**src/rtl/hidden_output_collector.sv**
```systemverilog
// hidden_output_collector
// Collects the per-neuron activation outputs of the hidden layer into one
// vector per frame. It then streams that vector, neuron 0 first, to the next
// layer over a valid/ready interface. Two banks are used as a ping-pong pair,
// so a new frame can be captured while the previous frame drains.
//
// Ports:
//   clk          rising-edge clock
//   rst          synchronous, active-high reset
//   in_valid     [numNeurons]            bit i = outvalid pulse of neuron i
//   in_data      [numNeurons*dataWidth]  neuron i word at [i*dataWidth +: dataWidth]
//   out_data     [dataWidth]             current serialized element (registered)
//   out_valid    out_data is valid
//   out_ready    downstream accepts out_data
//   out_last     high with out_valid on element numNeurons-1
//   overflow     sticky: a capture was dropped or duplicated
//   overflow_clr clears overflow (a new error on the same edge wins)
//
// Handshake: a beat transfers on a rising edge where out_valid and out_ready
// are both high. Once out_valid is raised, it stays high, and out_data and
// out_last stay unchanged, until that transfer happens. out_valid never
// depends combinationally on out_ready.

module hidden_output_collector #(
  parameter int numNeurons = 30,
  parameter int dataWidth  = 16,
  parameter int idxWidth   = $clog2(numNeurons)
) (
  input  logic                            clk,
  input  logic                            rst,
  input  logic [numNeurons-1:0]           in_valid,
  input  logic [numNeurons*dataWidth-1:0] in_data,
  output logic [dataWidth-1:0]            out_data,
  output logic                            out_valid,
  input  logic                            out_ready,
  output logic                            out_last,
  output logic                            overflow,
  input  logic                            overflow_clr
);

  localparam logic [idxWidth-1:0] LAST_IDX = idxWidth'(numNeurons - 1);

  typedef enum logic {
    ST_IDLE   = 1'b0,
    ST_STREAM = 1'b1
  } rd_state_t;

  // Storage: bank[b][i] holds word i of bank b. There is one capture mask
  // and one full flag per bank.
  logic [1:0][numNeurons-1:0][dataWidth-1:0] bank;
  logic [1:0][numNeurons-1:0]                mask;
  logic [1:0]                                bank_full;
  logic                                      wr_sel;
  logic                                      rd_sel;

  rd_state_t                                 rd_state;
  logic [idxWidth-1:0]                       idx;

  // Capture-side decode. Every term looks at bank_full as it was before this
  // edge. A bank freed on this edge therefore starts accepting captures on
  // the next edge.
  logic [numNeurons-1:0] cur_mask;
  logic [numNeurons-1:0] new_bits;
  logic [numNeurons-1:0] merged;
  logic                  wr_full;
  logic                  frame_done;
  logic                  dup_hit;
  logic                  drop_hit;
  logic                  accept;
  logic                  drain_done;
  logic [idxWidth-1:0]   idx_nxt;

  always_comb begin
    cur_mask   = mask[wr_sel];
    wr_full    = bank_full[wr_sel];
    new_bits   = wr_full ? '0 : (in_valid & ~cur_mask);
    merged     = cur_mask | new_bits;
    frame_done = !wr_full && (merged == '1);
    // The first value wins. A repeat pulse is reported and is not stored.
    dup_hit    = !wr_full && (|(in_valid & cur_mask));
    // Both banks are occupied, so every arriving pulse is lost.
    drop_hit   = wr_full && (|in_valid);
    accept     = out_valid && out_ready;
    drain_done = (rd_state == ST_STREAM) && accept && (idx == LAST_IDX);
    idx_nxt    = idx + idxWidth'(1);
  end

  // Capture path, bank bookkeeping and overflow flag.
  always_ff @(posedge clk) begin
    if (rst) begin
      bank      <= '0;
      mask      <= '0;
      bank_full <= '0;
      wr_sel    <= 1'b0;
      overflow  <= 1'b0;
    end else begin
      for (int i = 0; i < numNeurons; i++) begin
        if (new_bits[i]) begin
          bank[wr_sel][i] <= in_data[i*dataWidth +: dataWidth];
        end
      end

      if (frame_done) begin
        mask[wr_sel]      <= '0;
        bank_full[wr_sel] <= 1'b1;
        wr_sel            <= ~wr_sel;
      end else begin
        mask[wr_sel] <= merged;
      end

      // The drain always targets the other bank from a completing capture.
      // wr_sel's bank is empty whenever it completes, and rd_sel's bank is
      // full whenever it drains. Both updates can happen on the same edge.
      if (drain_done) begin
        bank_full[rd_sel] <= 1'b0;
      end

      if (dup_hit || drop_hit) begin
        overflow <= 1'b1;
      end else if (overflow_clr) begin
        overflow <= 1'b0;
      end
    end
  end

  // Read FSM. All outputs are registered and are zero while idle.
  always_ff @(posedge clk) begin
    if (rst) begin
      rd_state  <= ST_IDLE;
      rd_sel    <= 1'b0;
      idx       <= '0;
      out_valid <= 1'b0;
      out_data  <= '0;
      out_last  <= 1'b0;
    end else begin
      case (rd_state)
        ST_IDLE: begin
          if (bank_full[rd_sel]) begin
            rd_state  <= ST_STREAM;
            idx       <= '0;
            out_valid <= 1'b1;
            out_data  <= bank[rd_sel][0];
            out_last  <= 1'b0;
          end
        end
        ST_STREAM: begin
          if (accept) begin
            if (idx == LAST_IDX) begin
              // The last word has been taken. Release the bank and pass
              // through IDLE, which costs one bubble cycle.
              rd_state  <= ST_IDLE;
              rd_sel    <= ~rd_sel;
              idx       <= '0;
              out_valid <= 1'b0;
              out_data  <= '0;
              out_last  <= 1'b0;
            end else begin
              idx      <= idx_nxt;
              out_data <= bank[rd_sel][idx_nxt];
              out_last <= (idx_nxt == LAST_IDX);
            end
          end
        end
        default: begin
          rd_state  <= ST_IDLE;
          out_valid <= 1'b0;
          out_data  <= '0;
          out_last  <= 1'b0;
        end
      endcase
    end
  end

endmodule

```
**config.mk**
```make
export PLATFORM = sky130hd
export DESIGN_NAME = hidden_output_collector
export DESIGN_NICKNAME = d
export VERILOG_FILES = /design/src/rtl/hidden_output_collector.sv
export SDC_FILE = /design/constraint.sdc
export NUM_CORES = 2
export LEC_CHECK = 0
export BUFFER_PORTS_ARGS = -buffer_cell sky130_fd_sc_hd__buf_4
export CORE_UTILIZATION = 35
export DETAILED_ROUTE_END_ITERATION = 10
export PLACE_DENSITY = 0.61
export SETUP_SLACK_MARGIN = 0.15
export SYNTH_ARGS = -nofsm -noshare
export SYNTH_HDL_FRONTEND = slang
export SYNTH_SLANG_ARGS = --single-unit
```
**constraint.sdc**
```tcl
create_clock -name clk -period 6.9 [get_ports clk]
set_clock_uncertainty 0.2 [all_clocks]
set_input_delay 0.345 -clock clk [delete_from_list [all_inputs] [get_ports clk]]
set_output_delay 0.345 -clock clk [all_outputs]
set_load 0.1 [all_outputs]
```
==> run metrics <==
Ys Warns=0; Initial Utilization=35.3%; CTS max path bufs=3; Post-Syn Instances=5576; first-pass GRT wire length=271000 um; # rows=132; Post-synth EDFFs=0; r2r endpoint=out_data[7]; vias per cell=5.37; Seq/Total Area, Yosys=45.8%; Final min period=4.29 ns; syn_nets=6093; Sink Count=1049; WL/cell=22.7 um; worst min-delay path class=in -> reg; Mapped Avg Cell Area=8.22 um^2; share of layout cells above drive strength 1=18.0%; FILL cells=12500; final WL=186000 um; Die Wd=364 um; Worst EP required=7.26 ns; Crit-path slowest cell=nor2_1; total power=0.0138 W; GRT overflow=0; pre-CTS setup slack=2.79 ns; Iter 0 DRT Violations=4717; Synth cell types=58; Primary FF master, synth=dfxtp_1; Placed Area=50800 um^2; gp weighted congestion=0.938; die height=364 um; RSZ-0062 raised after global routing=no; Max Cap Violations=0; clock root buffer=clkbuf_16; Residual DRC=0; I/O Buffers=532; ys async rst share=0%; Worst-Margin Slew=1.38 ns; DR pass1 iterations=6; worst setup margin=2.61 ns; CP max FO=33; Core ar.=130000 um^2; GRT met3 Usage=5.12%; Worst Reg2Reg Path Length in Cells=8; CP Launch Type=register; Clk pin slew, worst setup/hold paths=0.06 ns; H-tree depth=3; routed vias=44100; GRT Total Usage=27.2%; period utilization=62.2%; Final setup viols=0; Slew headroom=7.70%; Hold Fails Final Rpt=0; worst skew pair latency=0.74 ns; cts bufs inserted=113; Crit Path Class=reg -> reg; Max Clk Rate=233 MHz; met1 Use GR=35.5%; initial antenna violation count=35; Max IR drop VDD=0.205 mV; layout net count=6882; Post-CTS Resized=0; IO Count=533; r2r setup slk=2.61 ns; Top Usage Layer GRT=met2; termination of the worst setup path=out_data[7]; pin count of the biggest net entering global routing=232; PwrDens=232 nW/um^2; fin area=59700 um^2; Crit. End Element=register; Crit path largest cell delay=1.09 ns; setup TNS=0 ns; Area Growth Syn to Fin=30.3%; post-synth top area share=45.8%; die area=132000 um^2; outcome=finished clean; post-synthesis cell area=45800 um^2; Final Max Tran Viols=0; vias in the first global route=41700; CTS tree=done; CP most frequent cell=inv_1; #FFs+latches synth=1049; Post-DP HPWL=128000 um; worst hold slack=0.211 ns; reg2reg start=idx[0]; beginning of the critical path=idx[0]; Cell Chain, Critical Path=inv_1 > ha_4 > inv_1 > buf_4 > nor2_1 > a32oi_1 > o2111ai_1 > o31ai_1; largest cells by area after synthesis=dfxtp_1, nand2_1, a21oi_1; met2 Usage GRT=43.6%; area leader, netlist=dfxtp_1; worst path arrival time=4.65 ns; leakage=21.0 nW; ANT nets after route=0
-- worst min path at each step --
stage | startpoint | to | slack, ns | cells after the start
after floorplan | bank[112] | bank[112] | 0.23 | 2
after global placement | bank[877] | bank[877] | 0.24 | 2
after detailed placement | bank[638] | bank[638] | 0.24 | 2
after CTS | in_data[404] | bank[404] | 0.17 | 4
after global routing | in_data[214] | bank[694] | 0.21 | 4
final | in_data[34] | bank[34] | 0.21 | 4
-- cell families (layout without fill, tap and decap cells) --
kind of cell             Yosys count  count (layout)  share of synthesized area, %
other                              0              20                             0
flip-flops                      1049            1049                          45.8
multiplexers                     331             331                          13.3
XOR/XNOR                           5               5                        0.0956
AND/OR/NAND/NOR                 2451            2451                          21.4
buffers and inverters            462            1340                          4.40
AO/OA/AOI/OAI                   1275            1275                          14.9
adder cells (fa/ha/maj)            3               3                        0.0819
-- timing repair --
action,in CTS,in global routing
endpoints found under the hold margin,1033,0
endpoints found under the setup margin,0,0
setup buffers,0,0
hold buffers,517,0
-- layout by cell type, fill, tap and decap left out, types with 9 or more instances in the layout --
| cell type | instances |
|---|---|
| nand2_1 | 2055 |
| a21oi_1 | 1088 |
| dfxtp_1 | 1046 |
| buf_4 | 598 |
| dlygate4sd3_1 | 517 |
| mux4_2 | 219 |
| nor2_1 | 136 |
| clkbuf_16 | 114 |
| mux2i_1 | 85 |
| or2_2 | 57 |
| nor2_2 | 53 |
| nand3_1 | 47 |
| a22oi_1 | 39 |
| o21ai_0 | 38 |
| clkbuf_1 | 31 |
| nor4_1 | 29 |
| mux2_2 | 27 |
| a32oi_1 | 26 |
| clkbuf_8 | 26 |
| o22ai_1 | 25 |
| nand4_1 | 23 |
| diode_2 | 20 |
| clkinv_2 | 18 |
| nor2b_1 | 12 |
| a211oi_1 | 12 |
| inv_1 | 10 |
| o311ai_1 | 10 |
| and3_1 | 9 |
-- routing by layer --
layer	wire length (um)	vias to the layer above
met4	9320	36
met3	15500	404
li1	-	20500
met5	247	-
met1	75500	21200
met2	85900	1919
-- critical path, delay by kind of cell (launching register included) --
family / cells / cell delay (ns)
AND/OR/NAND/NOR: 1 / 1.09
AO/OA/AOI/OAI: 3 / 0.98
adder cells (fa/ha/maj): 1 / 0.66
buffers and inverters: 3 / 0.58
flip-flops: 1 / 0.57
-- cell usage after synthesis, types with 19 or more instances --
| master | n |
|---|---|
| a21oi_1 | 1089 |
| nand2_1 | 2055 |
| dfxtp_1 | 1049 |
| nand3_1 | 47 |
| mux2i_1 | 85 |
| mux4_2 | 219 |
| o21ai_0 | 38 |
| nand4_1 | 23 |
| buf_4 | 19 |
| o22ai_1 | 25 |
| nor2_2 | 41 |
| a32oi_1 | 26 |
| clkbuf_1 | 306 |
| mux2_2 | 27 |
| buf_2 | 99 |
| nor2_1 | 150 |
| nor4_1 | 29 |
| or2_2 | 57 |
| a22oi_1 | 39 |
-- through the flow --
stage / util (%) / cells
5_1_grt: 46.0 / 8209
2_1_floorplan: - / 5576
4_1_cts: 46.0 / 8196
3_5_place_dp: 39.2 / 7475
6_report: 46.1 / 8216
3_3_place_gp: 39.2 / 7475
-- registers in the layout, summed over array words and instances (netlist names) --
name,count
bank,960
mask,60
out_data,16
idx,5
bank_full,2
out_last,1
out_valid,1
overflow,1
rd_sel,1
rd_state,1
wr_sel,1
-- final cells by class --
| class | count | area [um^2] | share of cell area (%) |
|---|---|---|---|
| Timing Repair Buffer | 1123 | 9820 | 16.4 |
| Antenna cell | 20 | 50.0 | 0.0838 |
| Clock inverter | 33 | 367 | 0.614 |
| Inverter | 13 | 53.8 | 0.0901 |
| Sequential cell | 1049 | 21000 | 35.2 |
| Tap cell | 1742 | 2180 | 3.65 |
| Clock buffer | 171 | 3330 | 5.57 |
| Multi-Input combinational cell | 4065 | 22900 | 38.4 |
-- power by group --
part	internal, W	switching, W
registers	0.00623	0.000110
logic	0.000633	0.000745
clock network	0.00353	0.00259
total	0.0104	0.00344
Power figures use the tool's default switching activity.
